**src/rtl/audio_stream_unpacker.sv**
```systemverilog
// Assembles little-endian stereo PCM frames from a host byte stream, buffers them,
// and serves one frame per I2S frame request; mutes and counts underruns when empty.
module audio_stream_unpacker #(
  parameter int BITS_PER_SAMPLE = 24,
  parameter int FIFO_DEPTH      = 16
) (
  input  logic                             clk_i,
  input  logic                             rst_i,
  input  logic                             flush_i,
  input  logic [7:0]                       byte_i,
  input  logic                             byte_valid_i,
  output logic                             byte_ready_o,
  input  logic                             sample_req_i,
  output logic [BITS_PER_SAMPLE-1:0]       left_o,
  output logic [BITS_PER_SAMPLE-1:0]       right_o,
  output logic                             sample_valid_o,
  output logic                             underrun_o,
  output logic [15:0]                      underrun_count_o,
  output logic [$clog2(FIFO_DEPTH):0]      fifo_level_o
);

  localparam int B  = BITS_PER_SAMPLE / 8;
  localparam int NB = 2 * B;
  localparam int IW = $clog2(NB);
  localparam int AW = $clog2(FIFO_DEPTH);
  localparam int LW = AW + 1;
  localparam int FW = 2 * BITS_PER_SAMPLE;
  localparam logic [LW-1:0] DEPTH_L = LW'(FIFO_DEPTH);
  localparam logic [IW-1:0] LAST_IDX = IW'(NB - 1);

  if (BITS_PER_SAMPLE != 16 && BITS_PER_SAMPLE != 24) begin : g_bad_width
    $error("audio_stream_unpacker: BITS_PER_SAMPLE must be 16 or 24");
  end
  if (FIFO_DEPTH < 4 || FIFO_DEPTH > 256 || (FIFO_DEPTH & (FIFO_DEPTH - 1)) != 0) begin : g_bad_depth
    $error("audio_stream_unpacker: FIFO_DEPTH must be a power of two in 4..256");
  end

  typedef enum logic {COLLECT, HOLD} state_t;

  state_t          state;
  logic [IW-1:0]   idx;
  logic [FW-1:0]   frame;
  logic [FW-1:0]   mem [FIFO_DEPTH];
  logic [AW-1:0]   wr_ptr;
  logic [AW-1:0]   rd_ptr;
  logic [LW-1:0]   level;
  logic            accept;
  logic            push;
  logic            pop;

  assign accept       = byte_valid_i && byte_ready_o && !flush_i;
  // Full check uses the registered level only; a same-cycle pop never frees room.
  assign push         = (state == HOLD) && (level < DEPTH_L) && !flush_i;
  assign pop          = sample_req_i && (level != '0) && !flush_i;
  assign fifo_level_o = level;

  always_ff @(posedge clk_i or posedge rst_i) begin
    if (rst_i) begin
      state        <= COLLECT;
      idx          <= '0;
      frame        <= '0;
      byte_ready_o <= 1'b0;
    end else if (flush_i) begin
      state        <= COLLECT;
      idx          <= '0;
      byte_ready_o <= 1'b1;
    end else begin
      case (state)
        COLLECT: begin
          byte_ready_o <= 1'b1;
          if (accept) begin
            frame[{idx, 3'b000} +: 8] <= byte_i;
            if (idx == LAST_IDX) begin
              idx          <= '0;
              state        <= HOLD;
              byte_ready_o <= 1'b0;
            end else begin
              idx <= idx + IW'(1);
            end
          end
        end
        HOLD: begin
          if (push) begin
            state        <= COLLECT;
            byte_ready_o <= 1'b1;
          end
        end
        default: begin
          state        <= COLLECT;
          byte_ready_o <= 1'b0;
        end
      endcase
    end
  end

  always_ff @(posedge clk_i) begin
    if (push) mem[wr_ptr] <= frame;
  end

  always_ff @(posedge clk_i or posedge rst_i) begin
    if (rst_i) begin
      wr_ptr <= '0;
      rd_ptr <= '0;
      level  <= '0;
    end else if (flush_i) begin
      wr_ptr <= '0;
      rd_ptr <= '0;
      level  <= '0;
    end else begin
      if (push) wr_ptr <= wr_ptr + AW'(1);
      if (pop)  rd_ptr <= rd_ptr + AW'(1);
      case ({push, pop})
        2'b10:   level <= level + LW'(1);
        2'b01:   level <= level - LW'(1);
        default: level <= level;
      endcase
    end
  end

  always_ff @(posedge clk_i or posedge rst_i) begin
    if (rst_i) begin
      left_o           <= '0;
      right_o          <= '0;
      sample_valid_o   <= 1'b0;
      underrun_o       <= 1'b0;
      underrun_count_o <= '0;
    end else begin
      sample_valid_o <= 1'b0;
      underrun_o     <= 1'b0;
      if (flush_i) begin
        left_o           <= '0;
        right_o          <= '0;
        underrun_count_o <= '0;
      end else if (sample_req_i) begin
        if (level != '0) begin
          {right_o, left_o} <= mem[rd_ptr];
          sample_valid_o    <= 1'b1;
        end else begin
          left_o     <= '0;
          right_o    <= '0;
          underrun_o <= 1'b1;
          if (underrun_count_o != 16'hFFFF) underrun_count_o <= underrun_count_o + 16'd1;
        end
      end
    end
  end

endmodule
```
**config.mk**
```make
export PLATFORM = sky130hd
export DESIGN_NAME = audio_stream_unpacker
export DESIGN_NICKNAME = d
export VERILOG_FILES = /design/src/rtl/audio_stream_unpacker.sv
export SDC_FILE = /design/constraint.sdc
export NUM_CORES = 1
export LEC_CHECK = 0
export ABC_AREA = 1
export CAP_MARGIN = 20
export CORE_AREA = 2 2 348 350
export CTS_CLUSTER_SIZE = 14
export DETAILED_ROUTE_END_ITERATION = 16
export DIE_AREA = 0 0 350 352
export PLACE_DENSITY = 0.56
export REMOVE_ABC_BUFFERS = 1
export SETUP_SLACK_MARGIN = 0.05
export SYNTH_ARGS = -nofsm -noshare
export SYNTH_HDL_FRONTEND = slang
export SYNTH_SLANG_ARGS = --single-unit
```
**constraint.sdc**
```tcl
create_clock -name clk_i -period 5.85 [get_ports clk_i]
set_clock_uncertainty 0.15 [all_clocks]
set_input_delay 1.755 -clock clk_i [delete_from_list [all_inputs] [get_ports clk_i]]
set_output_delay 1.755 -clock clk_i [all_outputs]
set_load 0.005 [all_outputs]
```
==> run_results.csv <==
group,metric,value,unit
run_status,status,"finished clean",
routing,routed_wl,97.4,mm
synthesis,yosys.cell_types.count,45,
sta,tns,0,ns
synthesis,netlist_area,35600,um2
placed_design,finalWeightedCongestion,0.767,
final_layout,final_core_util,0.346,
sta,maxSlewHeadroom,0.340,
sta,finalCriticalPeriod,3.80,ns
clock_tree,clk_pin_slew,0.06,ns
sta,period_share,0.650,
synthesis,synth_warnings,0,
die,die_area,123000,um2
sta,drv_slew,0,
clock_tree,cts_hold_buf,0,
routing,ant_nets,0,
grt,met1_usage,0.223,
final_layout,nNetsFinal,2809,
grt,antenna_found_initial,2,
clock_tree,cts_resized,0,
worst_setup_path,crit_top_cell,"nand2_1",
grt,overflow,0,
synthesis,synth-edff-count,768,
die,pin_count,85,
power_and_ir_drop,powerDensity,410,nW/um2
grt,grtUsageTotal,0.155,
run,maxCapViolations,0,
clock_tree,clk_latency,0.66,ns
synthesis,async_flop_share,0.147,
placed_design,io_buffers,84,
worst_setup_path,cp_max_fo,24,
sta,setup_violations,0,
sta,fmax,263,MHz
final_layout,design_area,41300,um2
clock_tree,cts_root_buffer,"clkbuf_16",
worst_setup_path,cp_slowest_cell,"inv_2",
worst_setup_path,crit_family,"buffers and inverters",
grt,grt_use_met3,0.0236,
worst_setup_path,crit_chain,"clkdlybuf4s50_1 -> buf_4 -> inv_1 -> nand2_1 -> inv_2 -> buf_4 -> nand2_1 -> nand2_1",
grt,busiest_layer,"met2",
die,rows,127,
grt,grt_use_met2,0.243,
clock_tree,cts_tree,"yes",
sta,worst_slew_pin_slew,0.991,ns
routing,avgViaCountPerCell,5.01,
clock_tree,postCtsSetupBuffers,0,
clock_tree,htreeDepth,3,
die,start_util,0.298,
clock_tree,cts.path.max_buffers,3,
final_layout,areaGrowthSynthToFinish,15.9,%
routing,drt_iter0_markers,2390,
routing,vias,22400,
worst_setup_path,end_kind,"register",
power_and_ir_drop,vdd_ir_drop_max,0.254,mV
worst_setup_path,worst-endpoint-arrival,4.23,ns
final_layout,antenna_cells,0,
routing,firstDrtPassIters,8,
placed_design,hpwl,57.0,mm
power_and_ir_drop,p_leak,14.8,nW
routing,drc,0,
synthesis,synthCells,2724,
grt,grt_max_degree,178,
placed_design,placedInstanceArea,38100,um2
grt,grt_pass1_vias,21800,
worst_setup_path,critPathBufInv,5,
min_path,min_path_type,"reg2reg",
clock_tree,cts.sinks,900,
final_layout,drive_above_1_share,0.0845,
worst_setup_path,crit_type,"in2reg",
worst_setup_path,cp-start-kind,"primary input",
die,core-area,119000,um2
die,fp.dieW,350,um
worst_setup_path,slowest_delay,0.56,ns
synthesis,synth-seq-cells,900,
power_and_ir_drop,total_power,16.9,mW
grt,grt_pass1_wl,146,mm
sta,grt_setup_unrepaired,"false",
synthesis,synth-main-ff-cell,"edfxtp_1",
worst_setup_path,cp.required,6.28,ns
synthesis,seq_area_frac_synth,0.740,
sta,hold_viol_final,0,
clock_tree,cts_buffers,94,
synthesis,syn_avg_cell_area,13.1,um2
die,fp.dieH,352,um
routing,avgRoutedWirePerCell,21.8,um
==> worst paths after layout <==
path	from	endpoint	slack, ns	cells after the start
setup / recovery	flush_i	right_o[10]	2.05	8
hold / removal	right_o[1]	right_o[1]	0.33	2
setup reg to reg	rd_ptr[1]	right_o[19]	2.74	8
hold reg to reg	right_o[1]	right_o[1]	0.33	2
max in group asynchronous	rst_i	right_o[12]	3.14	3
min in group asynchronous	rst_i	left_o[8]	1.44	2
==> cell usage after synthesis, types with 2 or more instances <==
cell	number	area share
edfxtp_1	768	0.65
nor2_1	431	0.045
o21ai_0	345	0.048
nand2_1	321	0.034
o221ai_1	192	0.047
dfrtp_1	132	0.093
nand3_1	125	0.018
o21ai_1	103	0.014
clkbuf_1	83	0.0087
inv_1	42	0.0044
buf_2	40	0.0056
buf_6	29	0.0092
ha_1	13	0.0046
a21oi_1	10	0.0014
buf_4	9	0.0019
nand4_1	8	0.0014
o31ai_1	7	0.0015
xor2_1	7	0.0017
clkbuf_2	6	0.00084
inv_2	6	0.00063
nor3_1	6	0.00084
buf_1	4	0.00042
clkbuf_4	4	0.00084
nand3_2	3	0.00084
nor2_2	3	0.00053
o22ai_1	3	0.00053
buf_12	2	0.0011
nand2_4	2	0.00063
nor2_4	2	0.00063
nor4_1	2	0.00035
xnor2_1	2	0.00049
==> tightest hold or removal path: stages, from the launching register on <==
cell	delay, ns
dfrtp_1	0.34
nand2_1	0.06
nand2_1	0.05
==> layer usage <==
layer | vias up | part of all wire
met5 | - | 0.00025
met2 | 687 | 0.46
met4 | 4 | 0.023
met3 | 141 | 0.060
met1 | 11400 | 0.45
li1 | 10200 | -
==> kinds of logic (layout without fill, tap and decap cells) <==
group | Yosys count | count (layout) | share of synthesized area
xor gates and xnor gates | 9 | 9 | 0.00221
and+or+nand+nor | 908 | 908 | 0.103
DFF | 900 | 900 | 0.740
AOI/OAI and AO/OA | 666 | 666 | 0.115
buffers and inverters | 228 | 367 | 0.0347
adders and majority gates | 13 | 13 | 0.00457
==> report_power, final <==
part           leakage (nW)  internal (mW)  total (mW)  switching [mW]
Sequential             9.68           7.27        7.68           0.412
Clock                  1.56           3.67        6.15            2.48
Combinational          3.61          0.968        3.08            2.11
==> placed cells by master, fill, tap and decap left out, types with 3 or more instances in the layout <==
cell             synthesis  final
edfxtp_1               768    768
nor2_1                 431    414
o21ai_0                345    345
nand2_1                321    321
o221ai_1               192    192
dfrtp_1                132    128
nand3_1                125    125
o21ai_1                103    103
clkbuf_16                0     96
clkdlybuf4s50_1          0     84
buf_4                    9     51
inv_1                   42     40
nor2_4                   2     19
clkbuf_1                83     19
clkinv_1                 1     17
clkinv_2                 0     16
ha_1                    13     13
bufinv_16                0     12
clkbuf_8                 0     11
a21oi_1                 10     10
nand4_1                  8      8
xor2_1                   7      7
o31ai_1                  7      7
nor3_1                   6      6
buf_12                   2      6
inv_2                    6      4
inv_6                    0      4
dfrtp_4                  0      4
nor2_2                   3      3
nand3_2                  3      3
o22ai_1                  3      3
==> state kept, by name (all words and copies together) (netlist names) <==
name,flops
state,1
mem,768
byte_ready_o,1
idx,3
rd_ptr,4
right_o,24
wr_ptr,4
frame,48
sample_valid_o,1
fifo_level_o,5
underrun_o,1
underrun_count_o,16
left_o,24
==> final cells by class <==
class	count	area [um2]
Clock buffer	126	2630
Clock inverter	50	562
Fill cell	11600	78100
Inverter	50	216
Multi-Input combinational cell	1596	8140
Sequential cell	900	26400
Tap cell	1612	2020
Timing Repair Buffer	141	1340
==> through the flow <==
stage / hold WS (ns) / cells / setup WS (ns)
3_3_place_gp: 0.315 / 4299 / 1.38
3_5_place_dp: 0.317 / 4299 / 1.33
4_1_cts: 0.332 / 4475 / 2.00
2_1_floorplan: 0.322 / 2546 / -2.69
5_1_grt: 0.362 / 4475 / 1.83
6_report: 0.325 / 4475 / 2.05
Note: power is estimated with default switching activity, not from simulation.
